### src/rtl/tank_motion_ctrl_if.sv
// Tank controller bus: held key levels and fire ack in, position/facing/state and fire request out.
// master = keyboard/bullet side that drives keys and ack, slave = the motion controller.
interface tank_motion_ctrl_if;
    logic       up;
    logic       down;
    logic       left;
    logic       right;
    logic       fire;
    logic       fire_ack;
    logic [9:0] pos_x;
    logic [9:0] pos_y;
    logic [1:0] direction;
    logic [1:0] state;
    logic       fire_req;
    logic [1:0] fire_dir;

    modport master (
        output up, down, left, right, fire, fire_ack,
        input  pos_x, pos_y, direction, state, fire_req, fire_dir
    );

    modport slave (
        input  up, down, left, right, fire, fire_ack,
        output pos_x, pos_y, direction, state, fire_req, fire_dir
    );
endinterface

### src/rtl/tank_motion_ctrl.sv
// Tank motion/fire controller: tick-paced, saturating position update with key priority and a
// req/ack fire request. Optional macro TANK_TURN_STALL_EN spends one tick in TURNING on a turn.
module tank_motion_ctrl #(
    parameter int         TICK_DIV = 50000,
    parameter int         SPEED    = 1,
    parameter int         X_MIN    = 0,
    parameter int         X_MAX    = 608,
    parameter int         Y_MIN    = 0,
    parameter int         Y_MAX    = 448,
    parameter int         INIT_X   = 250,
    parameter int         INIT_Y   = 150,
    parameter logic [1:0] INIT_DIR = 2'd0
) (
    input  logic               i_clk,
    input  logic               i_rst,
    tank_motion_ctrl_if.slave  bus
);
    localparam int CW = $clog2(TICK_DIV);

    typedef enum logic [1:0] {
        ST_STILL   = 2'd0,
        ST_MOVING  = 2'd1,
        ST_TURNING = 2'd2
    } state_t;

    localparam logic [1:0] DIR_UP    = 2'd0;
    localparam logic [1:0] DIR_DOWN  = 2'd1;
    localparam logic [1:0] DIR_LEFT  = 2'd2;

    logic [CW-1:0] r_cnt;
    logic [4:0]    r_k;        // {fire, right, left, down, up}
    logic          r_fire_d;
    logic [9:0]    r_pos_x;
    logic [9:0]    r_pos_y;
    logic [1:0]    r_dir;
    state_t        r_state;
    logic          r_fire_req;
    logic [1:0]    r_fire_dir;

    logic          w_tick;
    logic          w_key_vld;
    logic [1:0]    w_key_dir;
    logic          w_step;
    logic [9:0]    w_dec_x, w_inc_x, w_dec_y, w_inc_y;
    logic [9:0]    w_pos_x_nx, w_pos_y_nx;
    logic [1:0]    w_dir_nx;
    state_t        w_state_nx;
    logic          w_fire_rise;

    assign w_tick      = (r_cnt == CW'(TICK_DIV - 1));
    assign w_key_vld   = |r_k[3:0];
    assign w_fire_rise = r_k[4] & ~r_fire_d;

    always_comb begin
        w_key_dir = 2'd3;
        if (r_k[0])      w_key_dir = DIR_UP;
        else if (r_k[1]) w_key_dir = DIR_DOWN;
        else if (r_k[2]) w_key_dir = DIR_LEFT;
    end

    // Saturating steps: compare in int so MIN+SPEED / MAX-SPEED never wrap the 10-bit range.
    assign w_dec_x = (int'(r_pos_x) >= X_MIN + SPEED) ? r_pos_x - 10'(SPEED) : 10'(X_MIN);
    assign w_inc_x = (int'(r_pos_x) <= X_MAX - SPEED) ? r_pos_x + 10'(SPEED) : 10'(X_MAX);
    assign w_dec_y = (int'(r_pos_y) >= Y_MIN + SPEED) ? r_pos_y - 10'(SPEED) : 10'(Y_MIN);
    assign w_inc_y = (int'(r_pos_y) <= Y_MAX - SPEED) ? r_pos_y + 10'(SPEED) : 10'(Y_MAX);

    always_comb begin
        w_state_nx = r_state;
        w_dir_nx   = r_dir;
        w_step     = 1'b0;
        w_pos_x_nx = r_pos_x;
        w_pos_y_nx = r_pos_y;
        if (w_tick) begin
            if (!w_key_vld) begin
                w_state_nx = ST_STILL;
            end else if (w_key_dir == r_dir) begin
                w_state_nx = ST_MOVING;
                w_step     = 1'b1;
            end else begin
                w_dir_nx   = w_key_dir;
`ifdef TANK_TURN_STALL_EN
                w_state_nx = ST_TURNING;
`else
                w_state_nx = ST_MOVING;
                w_step     = 1'b1;
`endif
            end
        end
        if (w_step) begin
            case (w_key_dir)
                DIR_UP:   w_pos_y_nx = w_dec_y;
                DIR_DOWN: w_pos_y_nx = w_inc_y;
                DIR_LEFT: w_pos_x_nx = w_dec_x;
                default:  w_pos_x_nx = w_inc_x;
            endcase
        end
    end

    always_ff @(posedge i_clk) begin
        if (i_rst) begin
            r_cnt    <= '0;
            r_k      <= '0;
            r_fire_d <= 1'b0;
            r_pos_x  <= 10'(INIT_X);
            r_pos_y  <= 10'(INIT_Y);
            r_dir    <= INIT_DIR;
            r_state  <= ST_STILL;
        end else begin
            r_cnt    <= w_tick ? '0 : r_cnt + 1'b1;
            r_k      <= {bus.fire, bus.right, bus.left, bus.down, bus.up};
            r_fire_d <= r_k[4];
            r_pos_x  <= w_pos_x_nx;
            r_pos_y  <= w_pos_y_nx;
            r_dir    <= w_dir_nx;
            r_state  <= w_state_nx;
        end
    end

    // An edge arriving with the ack is dropped because the request is still up that cycle.
    always_ff @(posedge i_clk) begin
        if (i_rst) begin
            r_fire_req <= 1'b0;
            r_fire_dir <= 2'd0;
        end else if (r_fire_req) begin
            if (bus.fire_ack) r_fire_req <= 1'b0;
        end else if (w_fire_rise) begin
            r_fire_req <= 1'b1;
            r_fire_dir <= r_dir;
        end
    end

    assign bus.pos_x     = r_pos_x;
    assign bus.pos_y     = r_pos_y;
    assign bus.direction = r_dir;
    assign bus.state     = r_state;
    assign bus.fire_req  = r_fire_req;
    assign bus.fire_dir  = r_fire_dir;
endmodule

### src/flat_wrapper.sv
// flat-port wrapper written by rule: the top's interface ports become plain ports
module tank_motion_ctrl_flat 
#(
    parameter int         TICK_DIV = 50000,
    parameter int         SPEED    = 1,
    parameter int         X_MIN    = 0,
    parameter int         X_MAX    = 608,
    parameter int         Y_MIN    = 0,
    parameter int         Y_MAX    = 448,
    parameter int         INIT_X   = 250,
    parameter int         INIT_Y   = 150,
    parameter logic [1:0] INIT_DIR = 2'd0
)
  (i_clk, i_rst, bus_up, bus_down, bus_left, bus_right, bus_fire, bus_fire_ack, bus_pos_x, bus_pos_y, bus_direction, bus_state, bus_fire_req, bus_fire_dir);
  tank_motion_ctrl_if bus_i ();
  input  logic i_clk;
  input  logic i_rst;
  input wire logic [$bits(bus_i.up)-1:0] bus_up;
  input wire logic [$bits(bus_i.down)-1:0] bus_down;
  input wire logic [$bits(bus_i.left)-1:0] bus_left;
  input wire logic [$bits(bus_i.right)-1:0] bus_right;
  input wire logic [$bits(bus_i.fire)-1:0] bus_fire;
  input wire logic [$bits(bus_i.fire_ack)-1:0] bus_fire_ack;
  output wire logic [$bits(bus_i.pos_x)-1:0] bus_pos_x;
  output wire logic [$bits(bus_i.pos_y)-1:0] bus_pos_y;
  output wire logic [$bits(bus_i.direction)-1:0] bus_direction;
  output wire logic [$bits(bus_i.state)-1:0] bus_state;
  output wire logic [$bits(bus_i.fire_req)-1:0] bus_fire_req;
  output wire logic [$bits(bus_i.fire_dir)-1:0] bus_fire_dir;
  assign bus_i.up = bus_up;
  assign bus_i.down = bus_down;
  assign bus_i.left = bus_left;
  assign bus_i.right = bus_right;
  assign bus_i.fire = bus_fire;
  assign bus_i.fire_ack = bus_fire_ack;
  assign bus_pos_x = bus_i.pos_x;
  assign bus_pos_y = bus_i.pos_y;
  assign bus_direction = bus_i.direction;
  assign bus_state = bus_i.state;
  assign bus_fire_req = bus_i.fire_req;
  assign bus_fire_dir = bus_i.fire_dir;
  tank_motion_ctrl #(.TICK_DIV(TICK_DIV), .SPEED(SPEED), .X_MIN(X_MIN), .X_MAX(X_MAX), .Y_MIN(Y_MIN), .Y_MAX(Y_MAX), .INIT_X(INIT_X), .INIT_Y(INIT_Y), .INIT_DIR(INIT_DIR)) u_core (.i_clk(i_clk), .i_rst(i_rst), .bus(bus_i));
endmodule
### config.mk
export PLATFORM = sky130hd
export DESIGN_NAME = tank_motion_ctrl_flat
export DESIGN_NICKNAME = d
export VERILOG_FILES = /design/src/rtl/tank_motion_ctrl_if.sv /design/src/rtl/tank_motion_ctrl.sv /design/src/flat_wrapper.sv
export SDC_FILE = /design/constraint.sdc
export NUM_CORES = 1
export LEC_CHECK = 0
export CORE_MARGIN = 2
export CORE_UTILIZATION = 50
export DETAILED_ROUTE_END_ITERATION = 7
export PLACE_DENSITY_LB_ADDON = 0.1
export SKIP_CTS_REPAIR_TIMING = 1
export SLEW_MARGIN = 25
export SYNTH_ARGS = -nofsm -noshare
export SYNTH_HDL_FRONTEND = slang
export SYNTH_SLANG_ARGS = --single-unit
### constraint.sdc
create_clock -name i_clk -period 5 [get_ports i_clk]
set_clock_uncertainty 0.1 [all_clocks]
set_input_delay 0.75 -clock i_clk [delete_from_list [all_inputs] [get_ports i_clk]]
set_output_delay 0.75 -clock i_clk [all_outputs]
set_load 0.02 [all_outputs]
==> Yosys cells after proc, flatten, opt, wreduce, memory -nomap -nowiden <==
Index checks and enable logic that the tools add are counted.
{ "word_totals": {"regBits": 49, "latchBits": 0, "ramBits": 0, "mem_bits_ro": 0, "input_bits": 8, "word_cells": 51, "memories": 0} }
{ "op_classes": {"n_addsub": 5, "mul": 0, "div": 0, "magnitude_cmp": 4, "n_eq_ne": 4, "shift": 0, "muxes": 15, "bitwise_logic": 5, "n_reduce_logical": 9} }
{ "op_table": {"columns": ["operator", "n"], "rows": [
  ["2-to-1 mux 10 bit", 4],
  ["one-hot mux 10 bit (2 select lines)", 2],
  ["adder 10 x 1 -> 10 bit, second input constant", 2],
  [">= comparator 10 x 1 -> 1 bit, second input constant", 2],
  ["subtractor 10 x 1 -> 10 bit, second input constant", 2],
  ["adder 16 x 1 -> 16 bit, second input constant", 1],
  ["equality test 16 bit, second input constant", 1],
  ["<= comparator 10 bit, second input constant", 1],
  ["<= comparator 10 x 9 -> 1 bit, second input constant", 1],
  ["2-to-1 mux 1 bit", 7],
  ["AND reduction 2 bit", 3],
  ["2-to-1 mux 2 bit", 2],
  ["NOT 1 bit", 4],
  ["OR reduction 2 bit", 2],
  ["OR reduction 4 bit", 1],
  ["AND reduction 3 bit", 1],
  ["equality test 2 x 1 -> 1 bit, second input constant", 1],
  ["equality test 2 bit", 1],
  ["equality test 2 bit, second input constant", 1],
  ["logical NOT 2 bit", 1],
  ["nonzero test 2 bit", 1],
  ["bitwise AND 1 bit", 1]
]} }

==> Longest topological paths before layout <==
Gate-level depths: netlist of the first run.
{ "logic_depth": {"word_depth": 7, "depth_mapped": 7, "ltp_nobuf": 7} }

==> Least setup slack after synthesis of the first run <==
No wires, ideal clock.
{ "synth_path": {"path_type": "flip-flop to flip-flop", "start": "register u_core.r_pos_x[0], in the netlist u_core.bus.pos_x[0]", "end": "register u_core.r_pos_x[7], in the netlist u_core.bus.pos_x[7]", "t_arrival_ps": 2142, "t_required_ps": 4778, "path_slack_ps": 2636, "stages_incl_launch_ff": 8, "period_less_slack_ps": 2364, "cell_sequence": "dfxtp_1 > inv_1 > ha_1 > or4b_1 > a2111oi_4 > nor2_2 > a32o_1 > a221o_1"} }
{ "synth_between": {"elab_chain_cells": 3, "word_cells_on_any_way": 7} }
{ "synth_lines": {"columns": ["element", "line", "rtl"], "rows": [
  ["from (decl)", "tank_motion_ctrl.sv:33", "logic [9:0] r_pos_x;"],
  ["from (signal assigned)", "tank_motion_ctrl.sv:104", "r_pos_x <= 10'(INIT_X);"],
  ["from (signal assigned)", "tank_motion_ctrl.sv:112", "r_pos_x <= w_pos_x_nx;"],
  ["adder 10 x 1 -> 10 bit (tied with other cells)", "tank_motion_ctrl.sv:63", "assign w_inc_x = (int'(r_pos_x) <= X_MAX - SPEED) ? r_pos_x + 10'(SPEED) : 10'(X_MAX);"],
  ["2-to-1 mux 10 bit (on tied branches)", "tank_motion_ctrl.sv:63, tank_motion_ctrl.sv:62", null],
  ["one-hot mux 10 bit (2 select lines) (*)", "tank_motion_ctrl.sv:90", "case (w_key_dir)"]
]} }
Every way passes the cells marked *; elsewhere a longest branch is shown, timed or not.
A chain may end at the register's enable or synchronous reset.

==> Worst setup path after layout of the first run <==
{ "layout_path": {"start": "register u_core.r_pos_y[0], in the netlist u_core.bus.pos_y[0]", "end": "register u_core.r_pos_y[2], in the netlist u_core.bus.pos_y[2]"} }
{ "layout_between": {"elab_chain_cells": 3, "word_cells_on_any_way": 7} }
{ "layout_lines": {"columns": ["element", "line", "rtl"], "rows": [
  ["from (decl)", "tank_motion_ctrl.sv:34", "logic [9:0] r_pos_y;"],
  ["from (signal assigned)", "tank_motion_ctrl.sv:105", "r_pos_y <= 10'(INIT_Y);"],
  ["from (signal assigned)", "tank_motion_ctrl.sv:113", "r_pos_y <= w_pos_y_nx;"],
  ["adder 10 x 1 -> 10 bit (tied with other cells)", "tank_motion_ctrl.sv:65", "assign w_inc_y = (int'(r_pos_y) <= Y_MAX - SPEED) ? r_pos_y + 10'(SPEED) : 10'(Y_MAX);"],
  ["2-to-1 mux 10 bit (on tied branches)", "tank_motion_ctrl.sv:65, tank_motion_ctrl.sv:64", null],
  ["one-hot mux 10 bit (2 select lines) (*)", "tank_motion_ctrl.sv:90", null]
]} }
Marked as above.

==> results.yml, run 1 <==
status:
  status: "completed"
worst_hold_path:
  min_to: "u_core.r_cnt[0]"
  min_path_type: "flop to flop"
  hold_start: "u_core.r_cnt[0]"
  whs_path_depth: 1
finish:
  fin_nets: 379
  drive_above_1_share_pct: 6.58
  area_growth_pct: 16.1
  diodes: 0
  fin_area_sq_um: 3280
timing:
  setup_viol: 0
  worst_pin_slew_ps: 662
  max_freq_mhz: 395
  fin_setup_tns_ps: 0
  period_needed_ps: 2530
  fin_crit_sh_pct: 50.7
  hold_viol: 0
  relSlewSlack_pct: 55.8
  slew_viol_final: 0
  rsz0062_at_grt: "false"
  worst_hold_slack_ps: 363
grt:
  grt_most_used_layer: "met2"
  grt_pass1_vias: 2267
  grtUsageMet3_pct: 4.66
  grt_pass1_wl_microns: 10900
  grt_start_max_net_pins: 31
  track_usage_pct: 21.8
  use_met1_pct: 29.7
  grtUsageMet2_pct: 34.7
  antenna_found_initial: 0
  overflow: 0
synth:
  synth_nets: 357
  yosysWarnings: 0
  synth-edff-count: 0
  syn_avg_cell_area_sq_um: 8.26
  synth_top_flop_cell: "dfxtp_1"
  syn-cell-area_sq_um: 2830
  seq_area_frac_synth_pct: 34.0
  async_reset_ff_share_pct: 0
  ys_ff_latch: 48
  yosysUniqueCellTypes: 67
  syn_inst: 342
job:
  max_cap_viol_count: 0
setup_path:
  r2r-end: "u_core.bus.pos_y[2]"
  critPathMaxFanout: 10
  critical_path_required_ps: 5100
  worstSetupPathType: "flop to flop"
  worstSetupEndpointType: "flop"
  cp-start-kind: "flop"
  rr_worst_depth: 7
  r2r_slack_ps: 2470
  reg2reg_from: "u_core.bus.pos_y[0]"
  worstPathArrival_ps: 2630
placed_design:
  hpwlAfterDp_microns: 4590
  finalWeightedCongestion: 0.858
  dpl_cell_area_sq_um: 3160
  io_buffers: 33
clock_tree:
  htree_levels: 2
  cts.root.buffer_cell: "clkbuf_8"
  numCtsBuffers: 5
  cts.path.max_buffers: 2
  path_clk_slew_ps: 100
  cts.sinks: 48
  cts_tree: "built"
  clk_latency_ps: 310
die:
  core-area_sq_um: 5470
  start_util_pct: 51.6
  die_w_microns: 79.2
  dieArea_sq_um: 6270
  ios: 35
  num_rows: 27
  dieHeight_microns: 79.2
drt:
  detail_route.iter0.violations: 147
  drc_errors: 0
  viasPerCell: 5.99
  wire_per_inst_microns: 15.0
  via_count: 2616
  firstDrtPassIters: 5
  ant_nets: 0
  wl_microns: 6560
power_and_ir_drop:
  total_power_mw: 0.733
  power.density_nw_per_um2: 224
  p_leak_nw: 1.15
  ir_drop_mv: 0.128
-- layout make-up --
type                       count  area, sq um
fill                         512         2190
sequential                    48          961
timing repair buffer          35          345
clock inverter                 3         47.5
tap                           72         90.1
multi-input combinational    263         1730
inverter                      11         41.3
clock buffer                   5         68.8
-- worst max-delay path, stage by stage, from the launching register on --
cell      delay, ps
dfxtp_1         410
inv_1           130
ha_1            240
or3b_1          450
o41ai_4         560
inv_2            90
a221oi_1        350
o21ai_1         110
-- kinds of logic after synthesis --
logic type      share of synthesized area, %
fa+ha+maj                               3.10
simple gates                            28.9
buf+inv                                 4.92
other cells                            0.133
xor+xnor                                5.27
mux                                     2.17
compound gates                          21.5
flops                                   34.0
-- layout by cell type (no fill, tap or decap), drive strengths merged, types with 3 or more instances in the layout --
master,synthesis,layout
o31ai,3,3
ha,7,7
o21ai,18,18
or3,4,4
xnor2,11,11
clkbuf,13,5
nor2b,9,9
o221ai,3,3
nor3b,4,4
a21o,3,3
nand3,12,12
mux2i,5,5
xor2,6,6
and3,8,8
a31oi,9,9
nand2,22,22
a221o,3,3
nor3,17,17
a311oi,3,3
dfxtp,48,48
nor4,3,3
or4,5,5
nand4,6,6
clkdlybuf4s50,0,33
o211ai,4,4
a21oi,16,16
inv,11,11
nor2,43,43
-- report_power, final --
part           switching [mW]  internal [mW]
clock                   0.140          0.151
sequential            0.00715          0.388
combinational          0.0271         0.0202
-- cells in the mapped netlist, types with 5 or more instances --
master    count  area [sq um]
dfxtp_1      48           961
nor2_1       42           158
nand2_1      22          82.6
nor3_1       17          85.1
a21oi_1      16          80.1
clkbuf_1     13          48.8
o21ai_0      13          65.1
nand3_1      12          60.1
xnor2_1      11          96.3
inv_1        10          37.5
a31oi_1       9          56.3
nor2b_1       9          56.3
and3_1        8          50.1
ha_1          7          87.6
xor2_1        6          52.6
mux2i_1       5          50.1
nand4_1       5          31.3
o21ai_1       5          25.0
-- registers in the layout, summed over array words and instances, names as in the netlist --
name                  flops
u_core.r_k                5
u_core.bus.pos_x         10
u_core.r_cnt             16
u_core.bus.pos_y         10
u_core.bus.fire_dir       2
u_core.bus.direction      2
u_core.bus.fire_req       1
u_core.r_fire_d           1
u_core.bus.state          1
-- per-layer routing --
metal / wire [microns] / part of all wire, %
met1: 3160 / 48
met2: 2970 / 45
met3: 348 / 5.3
met4: 83 / 1.3
met5: 0 / 0
-- how the worst max path moves through the flow --
stage                                    from             endpoint  slack [ps]  depth (start not counted)
after floorplan           u_core.bus.pos_x[0]  u_core.bus.pos_x[7]        2640                          7
after global placement                  i_rst      u_core.r_cnt[5]        2470                          5
after detailed placement                i_rst     u_core.r_cnt[11]        2460                          5
after CTS                 u_core.bus.pos_x[0]  u_core.bus.pos_x[5]        2490                          7
after global routing      u_core.bus.pos_y[0]  u_core.bus.pos_y[2]        2280                          7
final                     u_core.bus.pos_y[0]  u_core.bus.pos_y[2]        2470                          7
-- per-stage QoR --
stage	instances	util (%)	setup slack [ps]
2_1_floorplan	342	-	2640
3_3_place_gp	429	57.8	2470
6_report	437	59.9	2470
5_1_grt	437	59.9	2280
3_5_place_dp	429	57.8	2460
4_1_cts	437	59.9	2490
Power figures use the tool's default switching activity.
==> run 2, diff against run 1 <==
==> constraint.sdc (replaced) <==
create_clock -name i_clk -period 2.6 [get_ports i_clk]
set_clock_uncertainty 0.1 [all_clocks]
set_input_delay 0.39 -clock i_clk [delete_from_list [all_inputs] [get_ports i_clk]]
set_output_delay 0.39 -clock i_clk [all_outputs]
set_load 0.02 [all_outputs]
==> run 2 against run 1 <==
  * First-iteration DRC count rose by 14%
  * Die area unchanged
  * Via count increased by 2.6%
  * Routed wire length is 4.9% higher
  * Sequential share of layout area decreased by 0.87 points
  * Utilization is 1.8 points higher
  * Sequential power increased by 91%
  * Combinational power rose by 120%
  * Largest power group unchanged
  * Clock power increased by 68%
  * Cell count increased by 3.7%
  * Non-clock buffer count up 16
  * Setup slack worse by 2300 ps
==> results.yml, run 2 (synthesis gave the netlist of run 1 again) <==
status:
  status: "completed"
drt:
  drc_errors: 0
  via_count: 2683
  ant_nets: 0
  wire_per_inst_microns: 15.2
  firstDrtPassIters: 5
  detail_route.iter0.violations: 167
  viasPerCell: 5.92
  wl_microns: 6880
finish:
  fin_nets: 395
  multiInputGateArea_sq_um: 1730
  fill_cells: 488
  largest_register: "u_core.r_cnt"
  mostFrequentLayoutCells: "dfxtp_1, nor2_1, clkdlybuf4s50_1"
  drive_above_1_share_pct: 10.5
  final_common_cell: "dfxtp_1"
  diodes: 0
  area_growth_pct: 19.6
  largest_reg_flops: 16
  seqCellArea_sq_um: 961
timing:
  slew_viol_final: 0
  fin_crit_sh_pct: 92.8
  rsz0062_at_grt: "false"
  fin_setup_tns_ps: 0
  worst_hold_slack_ps: 373
  setup_viol: 0
  max_freq_mhz: 414
  period_needed_ps: 2410
  worst_pin_slew_ps: 567
  hold_viol: 0
  relSlewSlack_pct: 62.1
job:
  max_cap_viol_count: 0
setup_path:
  critical_path_depth: 7
  critPathMaxFanout: 8
  critPathMaxStageDelay_ps: 510
  worstSetupEndpointType: "flop"
  cp_top_family: "compound AO/OA/AOI/OAI gates"
  cp-start-kind: "flop"
  critical_path_required_ps: 2710
  crit_buf_inv: 1
  crit_chain: "inv_1 -> ha_1 -> or4b_1 -> a2111oi_4 -> nor2_2 -> a32o_1 -> a221o_1"
  worstSetupPathType: "flop to flop"
  cp_slowest_cell: "or4b_1"
  rr_worst_depth: 7
  worstPathArrival_ps: 2520
worst_hold_path:
  whs_path_depth: 1
  min_path_type: "flop to flop"
clock_tree:
  htree_levels: 2
  cts.sinks: 48
  path_clk_slew_ps: 100
  numCtsBuffers: 5
  cts.path.max_buffers: 2
  clk_latency_ps: 310
  cts.root.buffer_cell: "clkbuf_8"
  cts_tree: "built"
power_and_ir_drop:
  power.density_nw_per_um2: 399
  p_leak_nw: 1.22
  ir_drop_mv: 0.239
die:
  start_util_pct: 51.6
  num_rows: 27
  ios: 35
  die_w_microns: 79.2
  dieArea_sq_um: 6270
  core-area_sq_um: 5470
  dieHeight_microns: 79.2
grt:
  grtUsageMet2_pct: 36.3
  use_met1_pct: 31.3
  grt_most_used_layer: "met2"
  overflow: 0
  track_usage_pct: 22.8
  grt_start_max_net_pins: 30
  grt_pass1_wl_microns: 11500
  grt_pass1_vias: 2410
  grtUsageMet3_pct: 4.09
  antenna_found_initial: 0
placed_design:
  finalWeightedCongestion: 0.900
  hpwlAfterDp_microns: 4920
  io_buffers: 33
## run 2: cell types whose count changed in the layout (fill, tap and decap cells not counted)
cell / delta
clkinv_4: -2
clkinv_2: +1
buf_4: +16
inv_6: +1
clkbuf_8: +1
bufinv_16: -1
## run 2: final timing paths
check,end,start,slack (ps)
max,u_core.bus.pos_x[7],u_core.bus.pos_x[1],190
min,u_core.r_fire_d,u_core.r_k[4],370
max reg2reg,u_core.bus.pos_x[7],u_core.bus.pos_x[1],190
min reg2reg,u_core.r_fire_d,u_core.r_k[4],370
## run 2: worst reg2reg max path, stage by stage (launching register included)
cell and delay (ps):
dfxtp_1 380, inv_1 120, ha_1 200, or4b_1 510, a2111oi_4 330, nor2_2 120, a32o_1 280, a221o_1 280
## run 2: cell type report
class	instances	area share (%)
multi-input combinational	263	51.1
sequential	48	28.4
timing repair buffer	51	13.8
tap	72	2.67
clock buffer	6	2.44
inverter	11	1.22
clock inverter	2	0.407
## run 2: per-stage QoR
stage / cell area [sq um] / setup WS, ps / utilization (%) / std cells / total power, mW
floorplan: 2830 / 236 / - / 342 / 0.836
global placement: 3280 / 263 / 60.0 / 445 / 0.872
detailed placement: 3280 / 210 / 60.0 / 445 / 0.874
CTS: 3380 / 182 / 61.8 / 453 / 1.35
global route: 3380 / 48.8 / 61.8 / 453 / 1.40
finish: 3380 / 186 / 61.8 / 453 / 1.35
## run 2: metal layers
layer	wire, microns	vias up
met4	123	0
met3	335	14
li1	-	1339
met5	0	-
met1	3310	1247
met2	3120	83
## run 2: report_power, final
group | internal (mW) | switching [mW]
Combinational | 0.0430 | 0.0590
Clock | 0.218 | 0.271
Sequential | 0.746 | 0.00975
Total | 1.01 | 0.340
==> run 3, diff against run 2 <==
--- a/config.mk
+++ b/config.mk
@@ -8,6 +8,8 @@
 export CORE_MARGIN = 2
 export CORE_UTILIZATION = 50
 export DETAILED_ROUTE_END_ITERATION = 7
+export DONT_BUFFER_PORTS = 1
+export MAX_ROUTING_LAYER = met4
 export PLACE_DENSITY_LB_ADDON = 0.1
 export SKIP_CTS_REPAIR_TIMING = 1
 export SLEW_MARGIN = 25
==> run 3 against run 2 <==
  * Cell count fell by 6.2%
  * Flip-flop and latch count did not move
  * Clock-buffer cell count did not move
  * Critical path depth did not move
  * Combinational power fell by 22%
  * Final area fell by 8.6%
  * Routed wire length fell by 0.61%
  * Hold slack got worse by 320 ps
  * Die area did not move
  * Maximum frequency rose by 1.6%
  * Sequential power barely moved
  * Utilization fell by 5.3 points
==> results.yml, run 3 (synthesis gave the netlist of run 1 again) <==
drt:
  via_count: 2525
  firstDrtPassIters: 4
  ant_nets: 0
  viasPerCell: 5.94
  wire_per_inst_microns: 16.1
  detail_route.iter0.violations: 233
  drc_errors: 0
  wl_microns: 6840
die:
  dieHeight_microns: 79.2
  die_w_microns: 79.2
  start_util_pct: 51.6
  ios: 35
  dieArea_sq_um: 6270
  num_rows: 27
  core-area_sq_um: 5470
grt:
  grt_start_max_net_pins: 31
  antenna_found_initial: 0
  track_usage_pct: 23.7
  grt_pass1_vias: 2345
  overflow: 0
  grt_pass1_wl_microns: 11500
clock_tree:
  cts.root.buffer_cell: "clkbuf_8"
  cts.sinks: 48
  numCtsBuffers: 5
  cts_tree: "built"
  cts.path.max_buffers: 2
  path_clk_slew_ps: 90
  clk_latency_ps: 300
  htree_levels: 2
setup_path:
  cp-start-kind: "flop"
  critPathMaxStageDelay_ps: 520
  worstPathArrival_ps: 2470
  crit_chain: "inv_1 -> ha_1 -> or4b_1 -> a2111oi_4 -> nor2_2 -> a32o_1 -> a221o_1"
  cp_slowest_cell: "or4b_1"
  critical_path_required_ps: 2690
  r2r_slack_ps: 220
  worstSetupEndpointType: "flop"
  critPathMaxFanout: 6
  worstSetupPathType: "flop to flop"
finish:
  diodes: 0
  fin_nets: 368
  final_common_cell: "dfxtp_1"
  largest_reg_flops: 16
  drive_above_1_share_pct: 12.7
  area_growth_pct: 9.34
  largest_register: "u_core.r_cnt"
  mostFrequentLayoutCells: "dfxtp_1, nor2_1, buf_4"
timing:
  period_needed_ps: 2380
  max_freq_mhz: 421
  fin_crit_sh_pct: 91.4
  slew_viol_final: 0
  relSlewSlack_pct: 58.7
  worst_pin_slew_ps: 618
  hold_viol: 0
  fin_setup_tns_ps: 0
  rsz0062_at_grt: "false"
  setup_viol: 0
  setup_slack_ps: 224
placed_design:
  dpl_worst_slack_ps: 201
  hpwlAfterDp_microns: 4910
  io_buffers: 0
  finalWeightedCongestion: 0.907
worst_hold_path:
  min_path_type: "primary input to flop"
status:
  status: "completed"
power_and_ir_drop:
  power.density_nw_per_um2: 420
  p_leak_nw: 1.12
  ir_drop_mv: 0.171
job:
  max_cap_viol_count: 0
-- run 3: power breakdown --
part           total (mW)  internal (mW)  switching [mW]
clock               0.461          0.212           0.248
sequential          0.757          0.746          0.0109
combinational      0.0791         0.0312          0.0479
total                1.30          0.989           0.307
-- run 3: metrics by stage --
stage	hold slack, ps	total power, mW	utilization (%)	cell area [sq um]	std cells
floorplan	326	0.836	-	2830	342
global placement	346	0.851	54.6	2990	417
detailed placement	355	0.851	54.6	2990	417
CTS	42.6	1.31	56.3	3080	424
global route	34.6	1.34	56.4	3090	425
finish	51.2	1.30	56.4	3090	425
-- run 3: cell type report --
| cell class | instances | area [sq um] |
|---|---|---|
| tap | 72 | 90.1 |
| clock inverter | 1 | 8.76 |
| fill | 522 | 2380 |
| timing repair buffer | 24 | 180 |
| inverter | 11 | 41.3 |
| clock buffer | 6 | 82.6 |
| sequential | 48 | 961 |
| multi-input combinational | 263 | 1730 |
-- run 3: path summary, 6_finish.rpt --
path | start | endpoint | cells past startpoint
min | i_rst | u_core.bus.pos_y[3] | 1
max reg2reg | u_core.bus.pos_x[1] | u_core.bus.pos_x[7] | 7
min reg2reg | u_core.r_cnt[0] | u_core.r_cnt[0] | 1
max | u_core.bus.pos_x[1] | u_core.bus.pos_x[7] | 7
-- run 3: layer usage --
layer	track usage [%]	up-vias	wire length, microns
met3	3.86	9	386
met1	31.7	1151	3190
met4	8.62	0	97
met2	36.2	91	3170
li1	-	1274	-
met5	-	-	0
-- run 3: critical path, delay by kind of cell (launching register included) --
family | cells | cell delay, ps
AOI/OAI and AO/OA | 3 | 910
and+or+nand+nor | 2 | 640
buffers and inverters | 1 | 100
adders and majority gates | 1 | 210
DFF | 1 | 320
